===== config.mk =====
export PLATFORM = sky130hd
export DESIGN_NAME = display_scan_scheduler
export DESIGN_NICKNAME = d
export VERILOG_FILES = /design/src/rtl/display_scan_scheduler.sv
export SDC_FILE = /design/constraint.sdc
export NUM_CORES = 1
export LEC_CHECK = 0
export ABC_CLOCK_PERIOD_IN_PS = 3400
export BUFFER_PORTS_ARGS = -buffer_cell sky130_fd_sc_hd__buf_2
export CAP_MARGIN = 10
export CORE_MARGIN = 2
export CORE_UTILIZATION = 55
export CTS_CLUSTER_SIZE = 20
export DETAILED_ROUTE_END_ITERATION = 8
export PLACE_DENSITY = 0.76
export SYNTH_ARGS = -nofsm -noshare
export SYNTH_HDL_FRONTEND = slang
export SYNTH_SLANG_ARGS = --single-unit

===== constraint.sdc =====
create_clock -name clk -period 3.4 [get_ports clk]
set_input_delay 0.17 -clock clk [delete_from_list [all_inputs] [get_ports clk]]
set_output_delay 0.17 -clock clk [all_outputs]
set_load 0.03 [all_outputs]

===== src/rtl/display_scan_scheduler.sv =====
// Scan controller for the irrigation controller's 4-digit 7-segment display:
// slot timing, anti-ghost blanking, per-frame status snapshots and alarm blink.
module display_scan_scheduler #(
  parameter int SCAN_DIV     = 50000,
  parameter int BLANK_CYC    = 4,
  parameter int BLINK_FRAMES = 125
) (
  input  logic       clk,
  input  logic       rst,
  input  logic       en,
  input  logic       nv_critico_i,
  input  logic       nv_baixo_i,
  input  logic       nv_medio_i,
  input  logic       nv_alto_i,
  input  logic       err_i,
  input  logic       bs_i,
  input  logic       vs_i,
  output logic       sd,
  output logic [3:0] seg_d,
  output logic       nv_critico,
  output logic       nv_baixo,
  output logic       nv_medio,
  output logic       nv_alto,
  output logic       err,
  output logic       bs,
  output logic       vs,
  output logic       frame_tick
);

  localparam int PW = $clog2(SCAN_DIV);
  localparam int BW = $clog2(BLINK_FRAMES) + 1;
  localparam logic [PW-1:0] P_LAST  = PW'(SCAN_DIV - 1);
  localparam logic [PW-1:0] P_BLANK = PW'(BLANK_CYC);
  localparam logic [BW-1:0] B_LAST  = BW'(BLINK_FRAMES - 1);

  typedef enum logic {
    IDLE = 1'b0,
    SCAN = 1'b1
  } state_t;

  state_t        state;
  state_t        state_nxt;
  logic [PW-1:0] p;
  logic [PW-1:0] p_nxt;
  logic [1:0]    slot;
  logic [1:0]    slot_nxt;
  logic [BW-1:0] blink_cnt;
  logic [BW-1:0] blink_cnt_nxt;
  logic          blink_phase;
  logic          blink_phase_nxt;
  logic          frame_end;
  logic          alarm_cur;
  logic          alarm_new;
  logic          lit_nxt;
  logic [3:0]    seg_nxt;

  // The registered frame_tick marks the last cycle of the frame, so it doubles
  // as the snapshot/blink strobe for the edge that closes the frame.
  assign frame_end = frame_tick;
  assign alarm_cur = err | nv_critico;
  assign alarm_new = frame_end ? (err_i | nv_critico_i) : alarm_cur;

  always_comb begin
    state_nxt = en ? SCAN : IDLE;
    p_nxt     = '0;
    slot_nxt  = '0;
    if (en && (state == SCAN)) begin
      if (p == P_LAST) begin
        p_nxt    = '0;
        slot_nxt = slot + 2'd1;
      end else begin
        p_nxt    = p + PW'(1);
        slot_nxt = slot;
      end
    end
  end

  // Blink advances only on frame ends that were already showing an alarm;
  // a frame end whose new snapshot is quiet cancels the blink immediately.
  always_comb begin
    blink_cnt_nxt   = blink_cnt;
    blink_phase_nxt = blink_phase;
    if (!en) begin
      blink_cnt_nxt   = '0;
      blink_phase_nxt = 1'b0;
    end else if (frame_end) begin
      if (!alarm_new) begin
        blink_cnt_nxt   = '0;
        blink_phase_nxt = 1'b0;
      end else if (alarm_cur) begin
        if (blink_cnt == B_LAST) begin
          blink_cnt_nxt   = '0;
          blink_phase_nxt = ~blink_phase;
        end else begin
          blink_cnt_nxt = blink_cnt + BW'(1);
        end
      end
    end
  end

  // Outputs are decoded from next-cycle p/slot so the flops line up with the
  // counters they describe.
  always_comb begin
    lit_nxt = (state_nxt == SCAN) && (p_nxt >= P_BLANK) && !slot_nxt[1] && !blink_phase_nxt;
    seg_nxt = 4'b1111;
    if (lit_nxt) begin
      seg_nxt[slot_nxt] = 1'b0;
    end
  end

  always_ff @(posedge clk or posedge rst) begin
    if (rst) begin
      state       <= IDLE;
      p           <= '0;
      slot        <= '0;
      blink_cnt   <= '0;
      blink_phase <= 1'b0;
      seg_d       <= 4'b1111;
      sd          <= 1'b0;
      frame_tick  <= 1'b0;
      nv_critico  <= 1'b0;
      nv_baixo    <= 1'b0;
      nv_medio    <= 1'b0;
      nv_alto     <= 1'b0;
      err         <= 1'b0;
      bs          <= 1'b0;
      vs          <= 1'b0;
    end else begin
      state       <= state_nxt;
      p           <= p_nxt;
      slot        <= slot_nxt;
      blink_cnt   <= blink_cnt_nxt;
      blink_phase <= blink_phase_nxt;
      seg_d       <= seg_nxt;
      sd          <= (state_nxt == SCAN) && (slot_nxt == 2'd1);
      frame_tick  <= (state_nxt == SCAN) && (slot_nxt == 2'd3) && (p_nxt == P_LAST);
      if (frame_end) begin
        nv_critico <= nv_critico_i;
        nv_baixo   <= nv_baixo_i;
        nv_medio   <= nv_medio_i;
        nv_alto    <= nv_alto_i;
        err        <= err_i;
        bs         <= bs_i;
        vs         <= vs_i;
      end
    end
  end

endmodule


# After elaboration in Yosys (flattened, before gate mapping)
# Cells that the tools add are included.
[totals] regBits=41 out_inout_bits=13
[classes] add_sub_neg=3 magnitude_cmp=3 n_eq_ne=7 muxes=19 bitwise_logic=4 reduce_logical=11
[ops] operator="$mux 8" count=5
[ops] operator="$eq 16x16->1 const B" count=2
[ops] operator="$mux 16" count=2
[ops] operator="$add 16x1->16 const B" count=1
[ops] operator="$ge 16x3->1 const B" count=1
[ops] operator="$add 8x1->8 const B" count=1
[ops] operator="$eq 8x7->1 const B" count=1
[ops] operator="$logic_and 1x1->1" count=8
[ops] operator="$mux 1" count=8
[ops] operator="$mux 2" count=2
[ops] operator="$mux 4" count=1
[ops] operator="$not 4->4" count=1
[ops] operator="$lt 2x3->1 const B" count=1
[ops] operator="$ne 3x3->1 const B" count=1
[ops] operator="$add 2x1->2 const B" count=1
[ops] operator="$demux 1 s2" count=1
[ops] operator="$eq 2x1->1 const B" count=1
[ops] operator="$eq 2x2->1 const B" count=1
[ops] operator="$ge 2x1->1 const B" count=1
[ops] operator="$logic_not 1->1" count=2
[ops] operator="$ne 2x1->1 const B" count=1
[ops] operator="$or 1x1->1" count=2
[ops] operator="$reduce_and 2->1" count=1
[ops] operator="$not 1->1" count=1

# Logic depth before layout (Yosys ltp)
[logic_depth] word_depth=9 depth_mapped=8 depth_no_buf=7

# Least setup slack after synthesis
# No wires, ideal clock.
[synth_path] path_type="register to register" start="register p[0]" end="register frame_tick" setup_time_ps=96 arrival_ps=2091 path_slack_ps=1214 path_stages_with_launch=8 synth_period_minus_slack_ps=2186 path_cell_list="dfrtp_1 -> ha_1 -> nand3_4 -> nor2_4 -> xnor2_1 -> or4_1 -> or4_1 -> nor4_2"
[synth_between] elab_chain_len=6
[synth_lines] element="start: declaration" line="43" rtl="logic [PW-1:0] p;"
[synth_lines] element="start signal: assignment" line="130" rtl="p <= p_nxt;"
[synth_lines] element="parallel branches: the longest is 5 deep, another holds $add 16x1->16"
[synth_lines] element="$logic_and 1x1->1 *" line="136" rtl="frame_tick <= (state_nxt == SCAN) && (slot_nxt == 2'd3) && (p_nxt == P_LAST);"
[synth_lines] element="end signal: assignment" line="136"
[synth_lines] element="end: declaration" line="27" rtl="output logic frame_tick"
# Mark *: on every way between the ends.
# A chain may end at the register's enable or synchronous reset.

# Worst setup path after layout
# Same ends and word-level chain as after synthesis.

==> flow_summary.yaml <==
global_route:
  grt_pass1_wl_um: 6650
  grt_max_degree: 26
  grt_use_total_pct: 20.5
  grt_pass1_vias: 1472
  gr-total-overflow: 0
  antenna_found_initial: 0
worst_setup_path:
  r2r_setup_slack_ns: 0.96
  worstPathMaxFanout: 19
  critPathCapture: "frame_tick$_DFF_PP0_"
  critPathArrivalTime_ns: 2.64
  rr_worst_depth: 7
  reg2reg_from: "p[0]$_DFF_PP0_"
  critPathCaptureType: "flop"
  startpoint: "p[0]$_DFF_PP0_"
  reg2reg_to: "frame_tick$_DFF_PP0_"
  path_class: "reg2reg"
  startpoint_type: "flop"
  worstPathRequired_ns: 3.60
detailed_routing:
  wire_per_inst_um: 13.5
  firstDrtPassIters: 4
  drt-initial-drc-count: 90
  num_vias: 1525
  wl_um: 3810
  ant_nets: 0
  drc: 0
  via_per_inst: 5.43
placement:
  dp_hpwl_um: 2750
  io_buffers: 22
  pre_cts_ws_ns: 0.952
  dp_cells: 274
  dpl_cell_area_um2: 2240
  gp_congestion: 0.870
min_path:
  hold_class: "in2reg"
layout:
  n_antenna_cell: 0
  area.growth.synth_to_final_pct: 11.7
  drive_gt1_share_pct: 21.0
  fin_cells: 281
  final_area_um2: 2340
  final_cell_mix: "37 x dfrtp_1, 31 x nor2_1, 22 x buf_2, 14 x xnor2_1, 12 x xor2_1"
  final_common_cell: "dfrtp_1"
  final_util_pct: 64.0
  nNetsFinal: 246
job:
  cap_violations: 0
clocking:
  ctsHoldBuffers: 0
  clk_pin_slew_ns: 0.08
  clock-sinks: 41
  cts_buffers: 5
  cts_tree: "yes"
  clock_path_buffers: 2
  clockRootBuffer: "clkbuf_8"
  worstSkewPairLatency_ns: 0.30
  cts_setup_buffers: 0
  cts-resized-gates: 0
  htree_levels: 2
pwr:
  p_leak_nw: 1.04
  power_mw: 0.898
  ir_worst_vdd_v: 0.000274
  powerDensity_nw_per_um2: 383
timing:
  hold_slack_ns: 0.0239
  slew_headroom_pct: 41.3
  fin_crit_sh_pct: 71.7
  hold_violations: 0
  finClkSkew_ns: 0.00946
  fin_crit_ns: 2.44
  timing.final.ws_setup_ns: 0.962
  drv_slew: 0
  rsz0062_at_grt: "false"
  finalSetupTns_ns: 0
  max_freq_ghz: 0.410
  setup_viol: 0
  worst_pin_slew_ns: 0.880
synth:
  ys_seq_elements: 41
  async_reset_ff_share_pct: 100
  synth_cells: 211
  yosys_warnings: 0
  yosys.cell_types.count: 43
  yosysTopAreaCellShare_pct: 44.1
  yosysSeqAreaShare_pct: 49.1
  synth-main-ff-cell: "dfrtp_1"
  synthTopCellsByArea: "dfrtp_1 44%, xnor2_1 5.8%, nor2_1 5.5%"
  synth_top_area_cell: "dfrtp_1"
  postSynthAreaPerCell_um2: 9.95
  syn_area_um2: 2100
  synth_edf_count: 0
die:
  die_w_um: 65.8
  coreArea_um2: 3660
  io_pins: 23
  die_area_um2: 4330
  initial_core_util_pct: 57.3
  rows: 22
  die_y_um: 65.8
status:
  outcome: "completed"
==> synth_stat cells (all sizes together), types with 2 or more instances <==
cell,n
a21oi,5
a22oi,2
a31oi,2
and3,2
and4,2
buf,5
clkbuf,4
dfrtp,37
dfstp,4
ha,3
inv,12
mux2,7
nand2,10
nand2b,2
nand3,11
nand4,6
nor2,34
nor3,8
nor3b,3
nor4,4
nor4bb,2
o21ai,4
or3,4
or4,2
xnor2,14
xor2,12
==> logic make-up (layout without fill, tap and decap cells) <==
kind of cell	Yosys count	count (layout)	share of synthesized area, %
other cells	1	2	0.179
fa+ha+maj	4	4	2.26
xor+xnor	26	26	10.8
simple gates	92	92	23.9
compound gates	18	18	5.42
flops	41	41	49.1
mux	8	8	4.23
buf+inv	21	42	4.05
==> critical path, cell delays in order (launching register included) <==
cell     delay (ns)
dfrtp_1        0.42
ha_1           0.31
and4_2         0.24
and4_1         0.24
or2_1          0.52
maj3_1         0.26
a22oi_1        0.07
nor4_2         0.27
==> registers in the layout, summed over array words and instances (netlist names) <==
signal,flops
vs,1
p,16
sd,1
bs,1
nv_alto,1
seg_d,4
blink_phase,1
err,1
state,1
frame_tick,1
nv_critico,1
slot,2
nv_medio,1
blink_cnt,8
nv_baixo,1
==> worst min path at each step <==
stage	from	endpoint	cells past startpoint
after detailed placement	en	state$_DFF_PP0_	1
after CTS	en	state$_DFF_PP0_	1
final	en	state$_DFF_PP0_	1
after global routing	en	state$_DFF_PP0_	1
after floorplan	en	state$_DFF_PP0_	0
after global placement	en	state$_DFF_PP0_	1
==> cell type report <==
| cell class | instances | area [µm²] |
|---|---|---|
| fill | 312 | 1320 |
| sequential | 41 | 1030 |
| multi-input combinational | 150 | 987 |
| timing repair buffer | 23 | 118 |
| clock buffer | 5 | 68.8 |
| tap | 48 | 60.1 |
| inverter | 12 | 45.0 |
| clock inverter | 2 | 35.0 |
==> where the power goes <==
group | switching, mW | total (mW) | internal (mW) | leakage [nW]
logic | 0.0225 | 0.0307 | 0.00824 | 0.433
clock network | 0.161 | 0.374 | 0.213 | 0.0540
registers | 0.00191 | 0.493 | 0.491 | 0.556
==> per-layer routing <==
layer,routed length [µm],global-route usage (%),vias up
li1,-,-,765
met1,1830,27.4,735
met2,1800,30.9,21
met3,107,5.79,4
met4,65,9.11,0
met5,0,0,-
No activity file was read; power rests on OpenSTA's default activity.
